<file path="config.mk">
export PLATFORM = sky130hd
export DESIGN_NAME = bcd6_to_bin
export DESIGN_NICKNAME = d
export VERILOG_FILES = /design/src/rtl/bcd_pkg.sv /design/src/rtl/bcd_mul10_add.sv /design/src/rtl/bcd6_to_bin.sv
export SDC_FILE = /design/constraint.sdc
export NUM_CORES = 1
export LEC_CHECK = 0
export ABC_AREA = 1
export BUFFER_PORTS_ARGS = -buffer_cell sky130_fd_sc_hd__buf_2
export CORE_MARGIN = 2
export CORE_UTILIZATION = 40
export DETAILED_ROUTE_END_ITERATION = 8
export PLACE_DENSITY_LB_ADDON = 0.15
export SLEW_MARGIN = 10
export SYNTH_ARGS = -nofsm -noshare
export SYNTH_HDL_FRONTEND = slang
export SYNTH_SLANG_ARGS = --single-unit
</file>
<file path="constraint.sdc">
create_clock -name CLK -period 2.7 [get_ports CLK]
set_input_delay 0.135 -clock CLK [delete_from_list [all_inputs] [get_ports CLK]]
set_output_delay 0.135 -clock CLK [all_outputs]
set_load 0.05 [all_outputs]
</file>
<file path="src/rtl/bcd_pkg.sv">
// ---------------------------------------------------------------------------
// bcd_pkg
// Shared definitions for the BCD-to-binary converter:
//   - state_e     : converter FSM states (IDLE, CONV, FIN)
//   - DIGITS_DEF  : default number of BCD digits
//   - BIN_W_DEF   : default binary result width
//   - BCD_MAX     : largest value representable in DIGITS_DEF digits
//   - digit_valid : true when a nibble is a legal BCD digit (0..9)
// ---------------------------------------------------------------------------
package bcd_pkg;

  typedef enum logic [1:0] {
    ST_IDLE = 2'd0,
    ST_CONV = 2'd1,
    ST_FIN  = 2'd2
  } state_e;

  localparam int DIGITS_DEF = 6;
  localparam int BIN_W_DEF  = 20;
  localparam int BCD_MAX    = 999999;

  // A nibble is a legal BCD digit only in the range 0..9.
  function automatic logic digit_valid(input logic [3:0] nib);
    return (nib <= 4'd9);
  endfunction

endpackage

</file>
<file path="src/rtl/bcd_mul10_add.sv">
// ---------------------------------------------------------------------------
// bcd_mul10_add
// Combinational acc*10 + digit built from shifts and adds:
//   (acc<<3) + (acc<<1) + digit, evaluated on BIN_W+4 bits.
// Ports:
//   acc_i    in  BIN_W  current accumulator
//   digit_i  in  4      next BCD digit (most significant remaining)
//   result_o out BIN_W  truncated result
//   ovf_o    out 1      result did not fit in BIN_W bits
// ---------------------------------------------------------------------------
module bcd_mul10_add
  import bcd_pkg::*;
#(
  parameter int BIN_W = BIN_W_DEF
) (
  input  logic [BIN_W-1:0] acc_i,
  input  logic [3:0]       digit_i,
  output logic [BIN_W-1:0] result_o,
  output logic             ovf_o
);

  logic [BIN_W+3:0] acc_ext_s;
  logic [BIN_W+3:0] sum_s;

  // Multiply by ten as x*8 + x*2, then add the incoming digit.
  always_comb begin
    acc_ext_s = {4'b0000, acc_i};
    sum_s     = (acc_ext_s << 3) + (acc_ext_s << 1) + {{BIN_W{1'b0}}, digit_i};
    result_o  = sum_s[BIN_W-1:0];
    ovf_o     = |sum_s[BIN_W+3:BIN_W];
  end

endmodule

</file>
<file path="src/rtl/bcd6_to_bin.sv">
// ---------------------------------------------------------------------------
// bcd6_to_bin
// Sequential packed-BCD to binary converter, one digit per clock, MSD first.
// Ports:
//   CLK      in  1         rising-edge clock
//   CLR      in  1         asynchronous active-high reset
//   START    in  1         conversion request, sampled while BUSY=0
//   BCD_IN   in  4*DIGITS  packed BCD, digit 0 in [3:0]
//   BUSY     out 1         conversion in progress
//   DONE     out 1         one-cycle pulse, BIN_OUT/ERR valid
//   BIN_OUT  out BIN_W     converted value (all-ones on invalid input)
//   ERR      out 1         last conversion contained a nibble > 9
// ---------------------------------------------------------------------------
module bcd6_to_bin
  import bcd_pkg::*;
#(
  parameter int DIGITS = DIGITS_DEF,
  parameter int BIN_W  = BIN_W_DEF
) (
  input  logic                  CLK,
  input  logic                  CLR,
  input  logic                  START,
  input  logic [4*DIGITS-1:0]   BCD_IN,
  output logic                  BUSY,
  output logic                  DONE,
  output logic [BIN_W-1:0]      BIN_OUT,
  output logic                  ERR
);

  localparam int CNT_W = $clog2(DIGITS + 1);

  state_e                state_q, state_d;
  logic [4*DIGITS-1:0]   sr_q, sr_d;
  logic [BIN_W-1:0]      acc_q, acc_d;
  logic [CNT_W-1:0]      cnt_q, cnt_d;
  logic                  inv_q, inv_d;
  logic [BIN_W-1:0]      bin_q, bin_d;
  logic                  err_q, err_d;
  logic                  busy_q, busy_d;
  logic                  done_q, done_d;

  logic                  inv_in_s;
  logic                  capture_s;
  logic                  last_step_s;
  logic [BIN_W-1:0]      mul_res_s;
  logic                  mul_ovf_s;

  bcd_mul10_add #(.BIN_W(BIN_W)) u_mul10_add (
    .acc_i    (acc_q),
    .digit_i  (sr_q[4*DIGITS-1 -: 4]),
    .result_o (mul_res_s),
    .ovf_o    (mul_ovf_s)
  );

  // Flag any illegal nibble in the word presented at BCD_IN.
  always_comb begin
    inv_in_s = 1'b0;
    for (int i = 0; i < DIGITS; i++) begin
      if (!digit_valid(BCD_IN[4*i +: 4])) begin
        inv_in_s = 1'b1;
      end else begin
        inv_in_s = inv_in_s;
      end
    end
  end

  // START is honoured only when not busy: in IDLE, or in FIN for back-to-back.
  always_comb begin
    capture_s   = START && ((state_q == ST_IDLE) || (state_q == ST_FIN));
    last_step_s = (cnt_q == CNT_W'(DIGITS));
  end

  // State register.
  always_ff @(posedge CLK or posedge CLR) begin
    if (CLR) begin
      state_q <= ST_IDLE;
    end else begin
      state_q <= state_d;
    end
  end

  // Next-state logic. CONV spends one extra cycle (counter == DIGITS) to
  // publish the result, which gives the DIGITS+2 back-to-back period.
  always_comb begin
    state_d = state_q;
    case (state_q)
      ST_IDLE: state_d = capture_s ? ST_CONV : ST_IDLE;
      ST_CONV: state_d = last_step_s ? ST_FIN : ST_CONV;
      ST_FIN:  state_d = capture_s ? ST_CONV : ST_IDLE;
      default: state_d = ST_IDLE;
    endcase
  end

  // Datapath and registered-output next values.
  always_comb begin
    sr_d   = sr_q;
    acc_d  = acc_q;
    cnt_d  = cnt_q;
    inv_d  = inv_q;
    bin_d  = bin_q;
    err_d  = err_q;
    busy_d = 1'b0;
    done_d = 1'b0;
    case (state_q)
      ST_IDLE, ST_FIN: begin
        if (capture_s) begin
          sr_d   = BCD_IN;
          acc_d  = {BIN_W{1'b0}};
          cnt_d  = {CNT_W{1'b0}};
          inv_d  = inv_in_s;
          busy_d = 1'b1;
        end else begin
          busy_d = 1'b0;
        end
      end
      ST_CONV: begin
        if (last_step_s) begin
          bin_d  = inv_q ? {BIN_W{1'b1}} : acc_q;
          err_d  = inv_q;
          done_d = 1'b1;
          busy_d = 1'b0;
        end else begin
          acc_d  = mul_res_s;
          sr_d   = {sr_q[4*DIGITS-5:0], 4'h0};
          cnt_d  = cnt_q + CNT_W'(1);
          // Overflow is only reachable with illegal digits; folding it in
          // keeps a corrupted accumulator from ever being reported as valid.
          inv_d  = inv_q | mul_ovf_s;
          busy_d = 1'b1;
        end
      end
      default: begin
        busy_d = 1'b0;
      end
    endcase
  end

  // Datapath and output registers.
  always_ff @(posedge CLK or posedge CLR) begin
    if (CLR) begin
      sr_q   <= {(4*DIGITS){1'b0}};
      acc_q  <= {BIN_W{1'b0}};
      cnt_q  <= {CNT_W{1'b0}};
      inv_q  <= 1'b0;
      bin_q  <= {BIN_W{1'b0}};
      err_q  <= 1'b0;
      busy_q <= 1'b0;
      done_q <= 1'b0;
    end else begin
      sr_q   <= sr_d;
      acc_q  <= acc_d;
      cnt_q  <= cnt_d;
      inv_q  <= inv_d;
      bin_q  <= bin_d;
      err_q  <= err_d;
      busy_q <= busy_d;
      done_q <= done_d;
    end
  end

  assign BUSY    = busy_q;
  assign DONE    = done_q;
  assign BIN_OUT = bin_q;
  assign ERR     = err_q;

endmodule

</file>
==> results.cfg <==
[drt]
wl_per_cell_um = 14.0
firstDrtPassIters = 4
via_per_inst = 5.05
vias = 3905
route.detailed.drc = 0
drtAntennaViolNets = 0
drtIter0Drc = 137
routed_wl_mm = 10.8

[sta]
maxSlewHeadroom_pct = 67.2
worst_slew_pin_slew_ps = 492
setup_viol = 0
rsz0062_at_grt = no
finalCritPeriodShare_pct = 90.1
setup_tns_ps = 0
skew_ps = 14.0
maxSlewViolCount = 0
finalHoldViolCount = 0
fmax_ghz = 0.411
finalCriticalPeriod_ps = 2430

[synthesis]
yosys.cell_types.count = 36
yosys-top-cells-area = dfrtp_1 40%, ha_1 11%, nand2_1 11%, inv_1 6.7%, o21ai_0 5.9%
synthFlopType = dfrtp_1
synth.cell_area_um2 = 4490
synth_top_area_share_pct = 40.1
syn_inst = 573
avgSynthCellArea_um2 = 7.84
syn_nets = 643
yosysWarnings = 0
synth_top_cell_by_area = dfrtp_1
ys_seq_area_share_pct = 40.1
ys_async_sr_fraction_pct = 100
yosys-top-cells-count = 132 x nand2_1, 80 x inv_1, 72 x dfrtp_1, 53 x o21ai_0, 45 x nor2_1
synth_seq_cells = 72
synth.most_common_cell = nand2_1
synth_edf_count = 0

[grt]
grt_antenna_before_repair = 0
grtUsageMet3_pct = 3.59
grt_usage_pct = 19.6
grt_max_degree = 73
globalRouteOverflowTotal = 0
grt_first_pass_wirelength_mm = 18.3
busiest_layer = met2
grtUsageMet1_pct = 27.1
grt_pass1_vias = 3787
use_met2_pct = 31.5

[hold_path]
min_path_cells = 3
hold_path_startpoint = BCD_IN[2]
hold_path_class = input port to flip-flop
hold_path_end = sr_q[2]$_DFFE_PP0P_

[place]
gp_congestion = 0.889
portBuffers = 49
dp_hpwl_mm = 8.09

[floorplanning]
dieArea_um2 = 12100
dieHeight_um = 110
rows = 38
die_w_um = 110
start_util_pct = 41.3
pin_count = 50
core_um2 = 10900

[critical_path]
r2r_slack_ps = 270
critical_path_class = flip-flop to flip-flop
cp.required_ps = 2970
end_kind = flip-flop
timing.rr.end = acc_q[18]$_DFFE_PP0P_
worstRegToRegCells = 17
crit_fanout = 3
critPathArrivalTime_ps = 2700
r2r-start = acc_q[0]$_DFFE_PP0P_
cp-start-kind = flip-flop

[clock_network]
cts_buffers = 9
insertion_delay_ps = 350
path_clk_slew_ps = 70
cts_sinks = 72
clockBufferDepth = 2
h-tree-depth = 3
cts-root-buf = clkbuf_8
tritoncts = yes

[finish]
drive_above_1_share_pct = 16.7
syn2layout_area_growth_pct = 14.6
regArea_um2 = 1800
antenna_cells = 0
nets = 698
fill_cells = 1082
multi_input_area_um2 = 2290

[run_status]
outcome = complete, no violations

[job]
max_cap_viol_count = 0
[final cells by class]
class / count / area share (%)
clock buffer: 11 / 2.74
clock inverter: 5 / 1.09
inverter: 86 / 6.27
multi-input combinational: 399 / 44.5
sequential: 72 / 35.0
tap: 140 / 3.40
timing repair buffer: 60 / 7.04
[flip-flops by register name, indices dropped and copies added (netlist names)]
name,count
DONE,1
cnt_q,3
BIN_OUT,20
state_q,2
acc_q,20
inv_q,1
sr_q,24
ERR,1
[per-stage QoR]
stage / utilization [%] / hold WS, ps / std cells / setup slack, ps / instance area (um2)
floorplan: - / 256 / 573 / 372 / 4490
global placement: 45.0 / 252 / 752 / 189 / 4900
detailed placement: 45.0 / 253 / 752 / 138 / 4900
CTS: 47.2 / 4.26 / 772 / 111 / 5140
global route: 47.3 / 24.1 / 773 / 15.3 / 5150
finish: 47.3 / 33.4 / 773 / 266 / 5150
[cell usage in the layout, fill, tap and decap left out, types with 3 or more instances in the layout]
master           n
buf_2           49
o22ai_1          9
buf_4            5
and2_1           3
nand4_1          3
a31oi_1          3
nor2_2           7
a21oi_1         40
nand2_1        132
ha_1            41
dfrtp_1         72
inv_2            8
nand2_2          6
clkbuf_8        10
inv_1           78
o21ai_0         53
nand3_2          5
o211ai_1        16
o21bai_1         7
nor2_1          45
dlygate4sd3_1    4
nand3_1          8
[critical path: stages, from the launching register on]
cell and delay [ps]:
dfrtp_1 350, inv_1 80, fa_1 510, inv_1 60, fa_2 370, nand2_1 80
nand2_1 60, o21ai_2 70, inv_2 60, nand2_1 60, nand3_1 90, nand2_1 70
nand2_1 80, nand2_1 70, nand3_1 90, nand2_1 80, nand2_1 50, o21ai_1 120
[cells by family (layout without fill, tap and decap cells)]
group,count (synthesis),in the layout,share of synthesized area (%)
AO/OA/AOI/OAI,135,135,17.1
XOR/XNOR,2,2,0.390
adder cells (fa/ha/maj),43,43,12.3
buffers and inverters,102,162,8.99
flip-flops,72,72,40.1
AND/OR/NAND/NOR,219,219,21.1
[how the worst max path moves through the flow]
stage,start,cells after the start,endpoint,slack (ps)
floorplan,acc_q[0]$_DFFE_PP0P_,17,acc_q[18]$_DFFE_PP0P_,370
global placement,acc_q[0]$_DFFE_PP0P_,17,acc_q[18]$_DFFE_PP0P_,190
detailed placement,acc_q[0]$_DFFE_PP0P_,17,acc_q[18]$_DFFE_PP0P_,140
CTS,acc_q[0]$_DFFE_PP0P_,17,acc_q[18]$_DFFE_PP0P_,110
global route,sr_q[23]$_DFFE_PP0P_,17,acc_q[18]$_DFFE_PP0P_,20
finish,acc_q[0]$_DFFE_PP0P_,17,acc_q[18]$_DFFE_PP0P_,270
[timing repair]
item,in CTS,in global routing
gates resized for setup,0,2
endpoints found under the setup margin,0,3
hold buffers,4,0
hold endpoints to repair,75,0
buffers inserted,0,1
[per-layer routing]
metal  vias to the layer above  share of wire, %
met3                        10               4.5
met5                         -                 0
met1                      1834                48
li1                       1980                 -
met4                         0              0.96
met2                        81                46
Power is left out: the tool's default activity adds up to more than one toggle a clock period on the data nets, which glitch-free logic cannot reach.
